### src/rtl/trace_serdes.sv
// trace_serdes: trace lane deserialiser (write path) and serialiser (read path)
// between FPGA trace pins and trace-buffer memory, with trigger position capture.
// Optional feature macro: TRACE_SERDES_DROP_CNT_EN adds DROP_CNT_O, a saturating
// count of mode-0 store-register overwrites.
module trace_serdes #(
   parameter int unsigned WIDTH      = 32,
   parameter int unsigned MAX_TRACES = 8,
   parameter int unsigned NTRACE_W   = 2
) (
   input  logic                       FPGA_CLK_I,
   input  logic                       RST_NI,
   input  logic [1:0]                 MODE_I,
   input  logic [NTRACE_W-1:0]        NTRACE_I,
   input  logic                       FPGA_TRIG_I,
   input  logic [MAX_TRACES-1:0]      FPGA_TRACE_I,
   output logic                       FPGA_WRITE_READY_O,
   input  logic                       FPGA_READ_I,
   output logic [MAX_TRACES-1:0]      FPGA_STREAM_O,
   output logic                       FPGA_READ_VALID_O,
   output logic                       FPGA_DELAYED_TRIG_O,
   input  logic                       TRG_DELAYED_I,
   output logic                       TRG_EVENT_O,
   output logic [$clog2(WIDTH)-1:0]   EVENT_POS_O,
   output logic [WIDTH-1:0]           DATA_O,
   output logic                       STORE_O,
   input  logic                       STORE_PERM_I,
   input  logic [WIDTH-1:0]           DATA_I,
   output logic                       LOAD_REQUEST_O,
   input  logic                       LOAD_GRANT_I
`ifdef TRACE_SERDES_DROP_CNT_EN
   ,
   output logic [15:0]                DROP_CNT_O
`endif
);

   localparam int unsigned POS_W   = $clog2(WIDTH);
   localparam int unsigned CNT_W   = POS_W + 1;
   localparam int unsigned LOG_MAX = $clog2(MAX_TRACES);

   typedef enum logic [1:0] {
      MODE_TRACE = 2'd0,
      MODE_RW    = 2'd1,
      MODE_W     = 2'd2,
      MODE_R     = 2'd3
   } trg_mode_t;

   // configuration and control state
   trg_mode_t             mode;
   logic [NTRACE_W-1:0]   ntrace;
   logic                  active;
   logic                  dly_trig;

   // write path state
   logic [WIDTH-1:0]      acc;
   logic [POS_W-1:0]      wbeat;
   logic [WIDTH-1:0]      store_q;
   logic                  store_full;
   logic                  trg_event;
   logic [POS_W-1:0]      event_pos;

   // read path state
   logic [WIDTH-1:0]      pf;
   logic                  pf_full;
   logic [WIDTH-1:0]      sr;
   logic                  sr_full;
   logic [POS_W-1:0]      rbeat;

   // combinational helpers
   logic [CNT_W-1:0]      lane_cnt;
   logic [CNT_W-1:0]      top_shift;
   logic [POS_W-1:0]      last_beat;
   logic [MAX_TRACES-1:0] lane_mask;
   logic                  wr_path;
   logic                  rd_path;
   logic                  wbeat_last;
   logic                  store_fire;
   logic                  stall;
   logic                  beat_ok;
   logic                  word_done;
   logic [MAX_TRACES-1:0] lanes;
   logic [WIDTH-1:0]      word_next;
   logic                  rd_valid;
   logic                  rd_take;
   logic                  rbeat_last;
   logic                  load_req;
   logic                  load_take;
   logic                  sr_reload;
   logic [WIDTH-1:0]      stream_word;
   logic [MAX_TRACES-1:0] stream;

   // lane geometry, write-path handshake and read-path control
   always_comb begin
      lane_cnt    = CNT_W'(1) << ntrace;
      top_shift   = CNT_W'(WIDTH) - lane_cnt;
      last_beat   = POS_W'((CNT_W'(WIDTH) >> ntrace) - CNT_W'(1));
      lane_mask   = ~({MAX_TRACES{1'b1}} << lane_cnt);

      wr_path     = active && (mode != MODE_R);
      rd_path     = active && (mode != MODE_W);

      // the final beat of a word waits while the previous word is still held
      wbeat_last  = (wbeat == last_beat);
      store_fire  = wr_path && store_full && STORE_PERM_I;
      stall       = (mode != MODE_TRACE) && wbeat_last && store_full && !STORE_PERM_I;
      beat_ok     = wr_path && !stall;
      word_done   = beat_ok && wbeat_last;
      lanes       = FPGA_TRACE_I & lane_mask;
      // new beat enters at the top; after B beats beat k sits at bit k*L
      word_next   = (acc >> lane_cnt) | (WIDTH'(lanes) << top_shift);

      rd_valid    = rd_path && sr_full;
      rd_take     = rd_valid && ((mode == MODE_TRACE) || FPGA_READ_I);
      rbeat_last  = (rbeat == last_beat);
      load_req    = rd_path && !pf_full;
      load_take   = load_req && LOAD_GRANT_I;
      sr_reload   = rd_path && (!sr_full || (rd_take && rbeat_last));
      stream_word = sr >> (rbeat << ntrace);
      stream      = rd_valid ? (MAX_TRACES'(stream_word) & lane_mask) : '0;
   end

   assign FPGA_WRITE_READY_O  = beat_ok;
   assign STORE_O             = store_fire;
   assign DATA_O              = store_q;
   assign TRG_EVENT_O         = trg_event;
   assign EVENT_POS_O         = event_pos;
   assign LOAD_REQUEST_O      = load_req;
   assign FPGA_READ_VALID_O   = rd_valid;
   assign FPGA_STREAM_O       = stream;
   assign FPGA_DELAYED_TRIG_O = dly_trig;

   // mode/lane-count latch during reset, run flag, delayed trigger register
   always_ff @(posedge FPGA_CLK_I) begin
      if (!RST_NI) begin
         mode     <= trg_mode_t'(MODE_I);
         ntrace   <= (NTRACE_I > NTRACE_W'(LOG_MAX)) ? NTRACE_W'(LOG_MAX) : NTRACE_I;
         active   <= 1'b0;
         dly_trig <= 1'b0;
      end else begin
         active   <= 1'b1;
         dly_trig <= TRG_DELAYED_I;
      end
   end

   // beat assembly, double-buffered store register and trigger capture
   always_ff @(posedge FPGA_CLK_I) begin
      if (!RST_NI) begin
         acc        <= '0;
         wbeat      <= '0;
         store_q    <= '0;
         store_full <= 1'b0;
         trg_event  <= 1'b0;
         event_pos  <= '0;
      end else begin
         if (beat_ok) begin
            acc   <= word_next;
            wbeat <= wbeat_last ? '0 : wbeat + POS_W'(1);
         end
         if (word_done) begin
            store_q    <= word_next;
            store_full <= 1'b1;
         end else if (store_fire) begin
            store_full <= 1'b0;
         end
         if (beat_ok && FPGA_TRIG_I && !trg_event) begin
            trg_event <= 1'b1;
            event_pos <= wbeat << ntrace;
         end
      end
   end

   // prefetch register and stream register with beat counter
   always_ff @(posedge FPGA_CLK_I) begin
      if (!RST_NI) begin
         pf      <= '0;
         pf_full <= 1'b0;
         sr      <= '0;
         sr_full <= 1'b0;
         rbeat   <= '0;
      end else if (sr_reload) begin
         rbeat <= '0;
         if (pf_full) begin
            sr      <= pf;
            sr_full <= 1'b1;
            pf_full <= 1'b0;
         end else if (load_take) begin
            sr      <= DATA_I;
            sr_full <= 1'b1;
         end else begin
            sr_full <= 1'b0;
         end
      end else begin
         if (rd_take) begin
            rbeat <= rbeat + POS_W'(1);
         end
         if (load_take) begin
            pf      <= DATA_I;
            pf_full <= 1'b1;
         end
      end
   end

`ifdef TRACE_SERDES_DROP_CNT_EN
   logic        overwrite;
   logic [15:0] drop_cnt;

   assign overwrite  = word_done && store_full && !store_fire;
   assign DROP_CNT_O = drop_cnt;

   // saturating count of words lost to store-register overwrite
   always_ff @(posedge FPGA_CLK_I) begin
      if (!RST_NI) begin
         drop_cnt <= '0;
      end else if (overwrite && (drop_cnt != 16'hFFFF)) begin
         drop_cnt <= drop_cnt + 16'd1;
      end
   end
`endif

endmodule
### config.mk
export PLATFORM = sky130hd
export DESIGN_NAME = trace_serdes
export DESIGN_NICKNAME = d
export VERILOG_FILES = /design/src/rtl/trace_serdes.sv
export SDC_FILE = /design/constraint.sdc
export NUM_CORES = 1
export LEC_CHECK = 0
export BUFFER_PORTS_ARGS = -buffer_cell sky130_fd_sc_hd__buf_4
export CAP_MARGIN = 20
export CORE_AREA = 2 2 184 186
export CTS_BUF_LIST = sky130_fd_sc_hd__clkbuf_4
export CTS_CLUSTER_SIZE = 30
export DETAILED_ROUTE_END_ITERATION = 6
export DIE_AREA = 0 0 186 188
export HOLD_SLACK_MARGIN = 0.15
export PLACE_DENSITY_LB_ADDON = 0.12
export SLEW_MARGIN = 25
export SYNTH_ARGS = -nofsm -noshare
export SYNTH_HDL_FRONTEND = slang
export SYNTH_SLANG_ARGS = --single-unit
### constraint.sdc
create_clock -name FPGA_CLK_I -period 5.7 [get_ports FPGA_CLK_I]
set_input_delay 0.285 -clock FPGA_CLK_I [delete_from_list [all_inputs] [get_ports FPGA_CLK_I]]
set_output_delay 0.285 -clock FPGA_CLK_I [all_outputs]
set_load 0.03 [all_outputs]
Word level (Yosys, flattened, before mapping) --
Index checks and enable logic that the tools add are counted.
Word-level totals: input bits 51, output and inout bits 51, latch bits 0, bits in read-only memories 0, flip-flop bits (word level) 153, memories kept 0, memory bits (writable) 0
Operators by class: multipliers 0, shifts and indexed selects 8, eq/ne operators 4, magnitude comparators 1, divide/modulo/power cells 0, bitwise gates (word level) 6, reductions and logical operators 31, muxes and demuxes 9, add/subtract/negate cells 4
Operators by type and width (count):
- $mux W32 | 2
- $or A32 B32 Y32 | 1
- $shl A8 B6 Y32 | 1
- $shr A32 B5 Y8 | 1
- $shr A32 B6 Y32 | 1
- $logic_and A1 B1 Y1 | 17
- $and A8 B8 Y8 | 2
- $add A5 B1 Y5 const B | 2
- $eq A5 B5 Y1 | 2
- $shl A5 B2 Y5 | 2
- $mux W8 | 1
- $not A8 Y8 | 1
- $shl A8 B6 Y8 const A | 1
- $reduce_bool A2 Y1 | 3
- $shl A1 B2 Y6 const A | 1
- $shr A6 B2 Y5 const A | 1
- $sub A6 B6 Y6 const A | 1
- $logic_not A1 Y1 | 5
- $mux W1 | 5
- $mux W5 | 1
- $sub A5 B1 Y5 const B | 1
- $ne A2 B2 Y1 const B | 2
- $reduce_and A2 Y1 | 2
- $gt A2 B2 Y1 const B | 1
- other kinds (4) | 6

Logic depth before layout (Yosys ltp) --
Gate-level depths: netlist of the first run.
depth in word-level cells 10, mapped depth 14, depth with buffers taken out 10

Least setup slack after synthesis of the first run --
OpenSTA, ideal clock, no wires.
path kind register to output, start register ntrace[0], end output port FPGA_STREAM_O[6], required time 5.415 ns, data arrival time 2.559 ns, cell stages (with the launch flop) 9, path slack 2.856 ns, cell sequence edfxtp_1 buf_6 mux2i_1 a2bb2oi_2 buf_2 o21ai_0 a31oi_1 nor4_1 nor4_1
Between the ends: longest elaborated chain between the ends 5, elaborated cells on any way between the ends 7
RTL lines:
- start: declaration | line 49 | logic [NTRACE_W-1:0] ntrace;
- start signal: assignment | line 135 | ntrace <= (NTRACE_I > NTRACE_W'(LOG_MAX)) ? NTRACE_W'(LOG_MAX) : NTRACE_I;
- branches (longest 3 deep; another with $shr A32 B5 Y8)
- $and A8 B8 Y8 (*) | line 118 | stream = rd_valid ? (MAX_TRACES'(stream_word) & lane_mask) : '0;
- $mux W8 (*) | line 118
- end: declaration | line 18 | output logic [MAX_TRACES-1:0] FPGA_STREAM_O,
Mark *: on every way between the ends.

Final worst setup path of the first run --
start register ntrace[0], end output port FPGA_WRITE_READY_O
Between the ends: longest elaborated chain between the ends 8
RTL lines:
- $shr A6 B2 Y5 | line 95 | last_beat = POS_W'((CNT_W'(WIDTH) >> ntrace) - CNT_W'(1));
- $sub A5 B1 Y5 | line 95
- $eq A5 B5 Y1 | line 102 | wbeat_last = (wbeat == last_beat);
- $logic_and A1 B1 Y1 (3 in series) | line 104 | stall = (mode != MODE_TRACE) && wbeat_last && store_full && !STORE_PERM_I;
- $logic_not A1 Y1 | line 105 | beat_ok = wr_path && !stall;
- $logic_and A1 B1 Y1 | line 105
- end: declaration | line 16 | output logic FPGA_WRITE_READY_O,
No other way between the ends.

==> flow_summary.toml, run 1 <==
[clock_tree]
cts_made_buffers = 17
ctsLongestPathBuffers = 2
ctsRootBufferMaster = "clkbuf_4"
cts_tree = "yes"
worstSkewPairLatency_ns = 0.59
clk_pin_slew_worst_paths_ns = 0.13
htreeDepth = 4
cts_setup_buffers = 0
clock-sinks = 152

[critical_path]
end_kind = "output port"
crit_buf_inv = 3
critical_path.max_fanout = 46
cpPeakStageDelay_ns = 0.87
critPathArrivalTime_ns = 4.42
crit_chain = "and2_1 -> inv_1 -> ha_1 -> xor2_1 -> nand2_1 -> o311a_4 -> nor2_4 -> inv_2 -> buf_4"
path_class = "reg -> out"
cp_top_family = "buffers and inverters"
crit_required_ns = 5.41
cp_slowest_cell = "edfxtp_1"
cp-start-kind = "flip-flop"

[global_routing]
grt_util_all_layers_pct = 16.63
grt_pass1_vias = 7426
grt_max_degree = 78
grt_pass1_wl_um = 44620
overflow = 0
antenna_found_initial = 1

[power]
leakagePower_nw = 3.706
ir_drop_mv = 0.1124
powerDensity_nw_per_um2 = 226.5

[yosys]
async_flop_share_pct = 0
muxShareOfSynthArea_pct = 17.22
synthSimpleGateAreaFrac_pct = 18.52
synth_top_family_by_area = "compound AO/OA/AOI/OAI gates"
ys_types = 75
syn-num-nets = 1079
ys_seq_elements = 152
synth_compound_area_share_pct = 21.57
synthCells = 1024
synthXorXnorAreaFrac_pct = 1.097
synth_ff_type = "dfxtp_1"
synth_seq_area_share_pct = 35.10
syn-cell-area_um2 = 8782
synthAdderAreaFrac_pct = 0.5699
synth-edff-count = 4
syn_area_per_cell_um2 = 8.576
yosysWarnings = 0

[floorplanning]
die_w_um = 186
die_y_um = 188
coreArea_um2 = 33110
start_util_pct = 26.52
ioPinCount = 102
die_area_um2 = 34970
rows = 67

[place]
post-place-ws_ns = 1.679
port_buffers = 101
dpl.cell_count = 1495
hpwl_um = 20600
routabilityCongestion = 0.8538

[sta]
drv_slew = 0
finalCritPeriodShare_pct = 82.51
max_slew_margin_pct = 33.65
setup_ws_ns = 0.9968
rsz0062_at_grt = "false"
skew_ns = 0.02362
hold_viol_final = 0
setup_viol = 0
fin_crit_ns = 4.703
holdWs_ns = 0.2153
tightest_slew_ns = 0.9953
max_freq_mhz = 212.6
fin_tns_setup_ns = 0

[final_layout]
final_util_pct = 31.46
nFillCells = 3610
layout.nets = 1162
stdcell_count = 1568
synthToLayoutAreaGrowth_pct = 18.63
drive_above_1_share_pct = 20.29
ff_latch_area_um2 = 3084
multi_input_area_um2 = 5185

[drt]
vias = 8001
vias_per_cell = 5.103
routed_wl_um = 28730
ant_nets = 0
drc = 0
drt_iter0_drc = 646
wire_per_inst_um = 18.33
first_pass_iters = 5

[min_path]
hold_class = "in -> reg"

[job]
drv_cap = 0

[status]
outcome = "complete, no violations"
## final cells by class
cell class                 instances  area share, %
antenna                            1        0.02402
clock buffer                      17          1.225
inverter                          19         0.6965
timing repair buffer             153          12.01
sequential                       152          29.60
clock inverter                    14          1.297
tap                              448          5.380
multi-input combinational        764          49.77
## worst register-to-register path, stage by stage (launching register included)
cell	delay [ns]
edfxtp_1	0.87
and2_1	0.44
inv_1	0.17
ha_1	0.35
xor2_1	0.17
nand2_1	0.10
o311a_4	0.40
nor2_4	0.46
inv_2	0.52
nor2_1	0.27
a211oi_2	0.07
## final timing paths
path / start / end / slack [ns] / cells past startpoint
min: FPGA_READ_I / rbeat[2]$_SDFFE_PP0P_ / 0.22 / 5
max reg2reg: ntrace[0]$_DFFE_PN_ / acc[11]$_SDFFE_PN0N_ / 1.72 / 10
max: ntrace[0]$_DFFE_PN_ / FPGA_WRITE_READY_O / 1.0 / 9
min reg2reg: acc[1]$_SDFFE_PN0N_ / acc[1]$_SDFFE_PN0N_ / 0.47 / 2
## registers in the layout (all words and copies together), names as in the netlist
name	flops
wbeat	5
active	1
pf_full	1
acc	31
TRG_EVENT_O	1
EVENT_POS_O	5
sr_full	1
sr	32
DATA_O	32
ntrace	2
FPGA_DELAYED_TRIG_O	1
pf	32
rbeat	5
store_full	1
mode	2
## power breakdown
| part | internal (W) | switching (W) |
|---|---|---|
| sequential | 0.00112 | 0.0000784 |
| combinational | 0.000213 | 0.000297 |
| clock | 0.000251 | 0.000399 |
| total | 0.00159 | 0.000774 |
## per-layer routing
metal,vias to the layer above,routed length [um],GRT usage (%)
li1,3918,-,-
met2,211,11540,22.22
met3,31,1480,3.826
met4,0,563,5.330
met1,3841,15150,25.77
met5,-,0,0
## cell families after synthesis
kind of cell | after synthesis
adder cells (fa/ha/maj) | 4
AO/OA/AOI/OAI | 272
multiplexers | 110
XOR/XNOR | 11
flip-flops | 152
buffers and inverters | 108
AND/OR/NAND/NOR | 367
## cells in the final DEF (no fill, tap or decap), drive strengths merged, types with 27 or more instances in the layout
master	netlist	routed
dfxtp	148	148
nor2	138	138
buf	54	112
nand2	108	108
o21ai	71	71
mux2i	66	66
a211oi	66	66
a21oi	50	50
nand3	49	49
dlygate4sd3	0	41
mux4	31	31
nor3	27	27
## synth_stat cells (all sizes together) (3+ instances only)
| cell type | count | share of area [%] |
|---|---|---|
| dfxtp | 148 | 34 |
| nor2 | 138 | 6.0 |
| nand2 | 108 | 4.6 |
| o21ai | 71 | 4.0 |
| a211oi | 66 | 6.4 |
| mux2i | 66 | 7.6 |
| buf | 54 | 3.6 |
| a21oi | 50 | 3.0 |
| nand3 | 49 | 2.8 |
| clkbuf | 35 | 1.5 |
| mux4 | 31 | 7.9 |
| nor3 | 27 | 1.5 |
| inv | 18 | 0.77 |
| a31oi | 15 | 1.1 |
| mux2 | 13 | 1.7 |
| a22oi | 9 | 0.77 |
| and2 | 7 | 0.50 |
| nor2b | 7 | 0.53 |
| o211ai | 7 | 0.66 |
| a311oi | 6 | 0.67 |
| and3 | 6 | 0.43 |
| nand2b | 6 | 0.43 |
| xor2 | 6 | 0.60 |
| a221oi | 5 | 0.50 |
| o2111ai | 5 | 0.50 |
| xnor2 | 5 | 0.50 |
| edfxtp | 4 | 1.4 |
| ha | 4 | 0.57 |
| o22ai | 4 | 0.36 |
| a21boi | 3 | 0.26 |
| a22o | 3 | 0.30 |
| nand4 | 3 | 0.21 |
| nor3b | 3 | 0.26 |
| o211a | 3 | 0.34 |
| o32ai | 3 | 0.30 |
| or3b | 3 | 0.30 |
## through the flow
stage,instance area (um^2),total power [W]
6_report,10420,0.002360
3_3_place_gp,9743,0.001712
3_5_place_dp,9743,0.001708
4_1_cts,10420,0.002401
2_1_floorplan,8782,0.001544
5_1_grt,10420,0.002502
## repair_timing
action,in CTS,in global routing
resized for setup,0,0
hold buffers,41,0
hold endpoints to repair,74,0
(Power assumes the default switching activity.)
==> run 2: changes to the inputs <==
--- a/config.mk
+++ b/config.mk
@@ -5,13 +5,14 @@
 export SDC_FILE = /design/constraint.sdc
 export NUM_CORES = 1
 export LEC_CHECK = 0
+export ABC_AREA = 1
 export BUFFER_PORTS_ARGS = -buffer_cell sky130_fd_sc_hd__buf_4
 export CAP_MARGIN = 20
-export CORE_AREA = 2 2 184 186
+export CORE_AREA = 2 2 187 189
 export CTS_BUF_LIST = sky130_fd_sc_hd__clkbuf_4
 export CTS_CLUSTER_SIZE = 30
 export DETAILED_ROUTE_END_ITERATION = 6
-export DIE_AREA = 0 0 186 188
+export DIE_AREA = 0 0 189 191
 export HOLD_SLACK_MARGIN = 0.15
 export PLACE_DENSITY_LB_ADDON = 0.12
 export SLEW_MARGIN = 25
==> constraint.sdc (replaced) <==
create_clock -name FPGA_CLK_I -period 4.2 [get_ports FPGA_CLK_I]
set_input_delay 0.21 -clock FPGA_CLK_I [delete_from_list [all_inputs] [get_ports FPGA_CLK_I]]
set_output_delay 0.21 -clock FPGA_CLK_I [all_outputs]
set_load 0.03 [all_outputs]
==> flow_summary.toml, run 2 <==
[drt]
vias_per_cell = 4.623
routed_wl_um = 30780
first_pass_iters = 5
ant_nets = 0
drt_iter0_drc = 825
drc = 0
wire_per_inst_um = 15.04
vias = 9464

[final_layout]
nFillCells = 3850
layout_common_cells = "nand2_1, nor2_1, nand3_1"
layout_commonest_cell = "nand2_1"
synthToLayoutAreaGrowth_pct = 21.14
ff_latch_area_um2 = 3084
stdcell_count = 2047
drive_above_1_share_pct = 11.31
layout.nets = 1633
multi_input_area_um2 = 5015
final_util_pct = 32.29

[sta]
max_slew_margin_pct = 37.39
finalCritPeriodShare_pct = 90.49
max_freq_mhz = 263.1
holdWs_ns = 0.2453
fin_crit_ns = 3.800
setup_viol = 0
hold_viol_final = 0
fin_tns_setup_ns = 0
rsz0062_at_grt = "false"
drv_slew = 0
skew_ns = 0.02938
tightest_slew_ns = 0.9391

[critical_path]
cp_top_family = "simple AND/OR/NAND/NOR gates"
cp-start-kind = "flip-flop"
rr_endpoint = "pf[1]$_SDFFE_PN0P_"
r2r_start = "ntrace[1]$_DFFE_PN_"
crit_path_frequent_cell = "buf_4"
cpPeakStageDelay_ns = 0.60
critical_path.max_fanout = 26
critPathArrivalTime_ns = 3.59
crit_chain = "buf_4 -> nor2_4 -> buf_4 -> nand2_1 -> nand3b_1 -> inv_1 -> nand3_1 -> nand2_1 -> nor2_1 -> nor2_1 -> buf_4"
path_class = "reg -> out"
crit_buf_inv = 4
end_kind = "output port"
crit_required_ns = 3.99
reg2regPathDepth = 13
cp_slowest_cell = "edfxtp_1"
rrSetupSlack_ns = 0.82

[clock_tree]
htreeDepth = 4
ctsLongestPathBuffers = 2
cts_made_buffers = 17
worstSkewPairLatency_ns = 0.61
ctsRootBufferMaster = "clkbuf_4"
clock-sinks = 152
clk_pin_slew_worst_paths_ns = 0.14
cts_tree = "yes"
post_cts_resized = 0

[floorplanning]
start_util_pct = 26.66
die_y_um = 191
die_w_um = 189
rows = 68
coreArea_um2 = 34120
die_area_um2 = 36100
ioPinCount = 102

[global_routing]
grt_pass1_vias = 8478
grt_pass1_wl_um = 48230
overflow = 0
antenna_found_initial = 1
grt_util_all_layers_pct = 16.94
grt_max_degree = 65

[yosys]
synthTopCellsByCount = "nand2_1, nor2_1, nand3_1"
yosys.area.top_type = "dfxtp_1"
synth_ff_type = "dfxtp_1"
synth_seq_area_share_pct = 33.90
ys_seq_elements = 152
synth_top_cell_area_share_pct = 32.58
async_flop_share_pct = 0
synth.most_common_cell = "nand2_1"
yosysWarnings = 0
synth_area_leaders = "dfxtp_1, nand2_1, nand3_1"
synthCells = 1475
syn-num-nets = 1530
syn_area_per_cell_um2 = 6.166
syn-cell-area_um2 = 9095
ys_types = 36
synth-edff-count = 4

[min_path]
min_path_cells = 5
worstHoldEndpoint = "acc[31]$_SDFFE_PN0N_"
holdCritStartpoint = "FPGA_TRACE_I[5]"
hold_class = "in -> reg"

[power]
leakagePower_nw = 5.169
powerDensity_nw_per_um2 = 308.1
ir_drop_mv = 0.2394

[place]
routabilityCongestion = 0.8792
hpwl_um = 21890
port_buffers = 101
dpl.cell_count = 1965

[job]
drv_cap = 0

[status]
outcome = "complete, no violations"
## run 2: cell count changes in the layout (fill, tap and decap cells not counted), sizes merged, moves of 31 or more
cell / change
mux2i: -34
nor2: +58
inv: +144
mux4: -31
a211oi: -66
nand2: +318
nand3: +125
nand4: +38
## run 2: layout make-up
type	count	area share [%]
multi-input cells	1067	45.51
well taps	455	5.167
inverters	163	5.553
repair buffers	177	13.17
clock inverters	11	1.147
flip-flops and latches	152	27.99
clock buffers	21	1.431
diodes	1	0.02271
## run 2: layer usage
layer,GRT usage (%),routed length (um),up-vias
met3,3.139,1544,30
met5,0,0,-
met1,26.61,16750,4227
li1,-,-,4951
met4,4.688,476,0
met2,22.87,12010,256
## run 2: worst reg2reg max path: cells and delay by family, from the launching register on
family        cells  cell delay, ns
simple gates      8            0.71
fa+ha+maj         1            0.37
flops             1            0.63
xor+xnor          1            0.17
buf+inv           3            1.40
## run 2: timing repair
item,CTS,global route
endpoints found under the hold margin,86,0
buffers inserted,0,0
hold buffers,49,0
## run 2: cell families after synthesis
group | Yosys count | share of synthesized area [%]
AND/OR/NAND/NOR | 852 | 39.36
buffers and inverters | 256 | 11.09
AO/OA/AOI/OAI | 172 | 10.91
flip-flops | 152 | 33.90
multiplexers | 32 | 3.522
XOR/XNOR | 7 | 0.6741
adder cells (fa/ha/maj) | 4 | 0.5503
## run 2: worst max path at each step
stage,start,endpoint,cells after the start
6_report,ntrace[1]$_DFFE_PN_,FPGA_STREAM_O[5],11
3_3_place_gp,ntrace[1]$_DFFE_PN_,FPGA_STREAM_O[6],11
2_1_floorplan,ntrace[1]$_DFFE_PN_,acc[19]$_SDFFE_PN0N_,14
4_1_cts,ntrace[1]$_DFFE_PN_,FPGA_STREAM_O[7],11
3_5_place_dp,ntrace[1]$_DFFE_PN_,FPGA_STREAM_O[7],11
5_1_grt,ntrace[1]$_DFFE_PN_,FPGA_STREAM_O[4],11
## run 2: stage by stage
step | total power [W] | instance area, um^2 | setup WS [ns]
after floorplan | 0.002159 | 9095 | 1.445
after global placement | 0.002447 | 10240 | 1.024
after detailed placement | 0.002440 | 10240 | 1.049
after CTS | 0.003448 | 11020 | 0.3481
after global routing | 0.003618 | 11020 | 0.09370
final | 0.003394 | 11020 | 0.3995
## run 2: report_power, final
part / leakage [nW] / switching, W / internal [W]
clock: 0.154 / 0.000564 / 0.000380
sequential: 1.25 / 0.0000731 / 0.00153
combinational: 3.77 / 0.000561 / 0.000288
total: 5.17 / 0.00120 / 0.00220
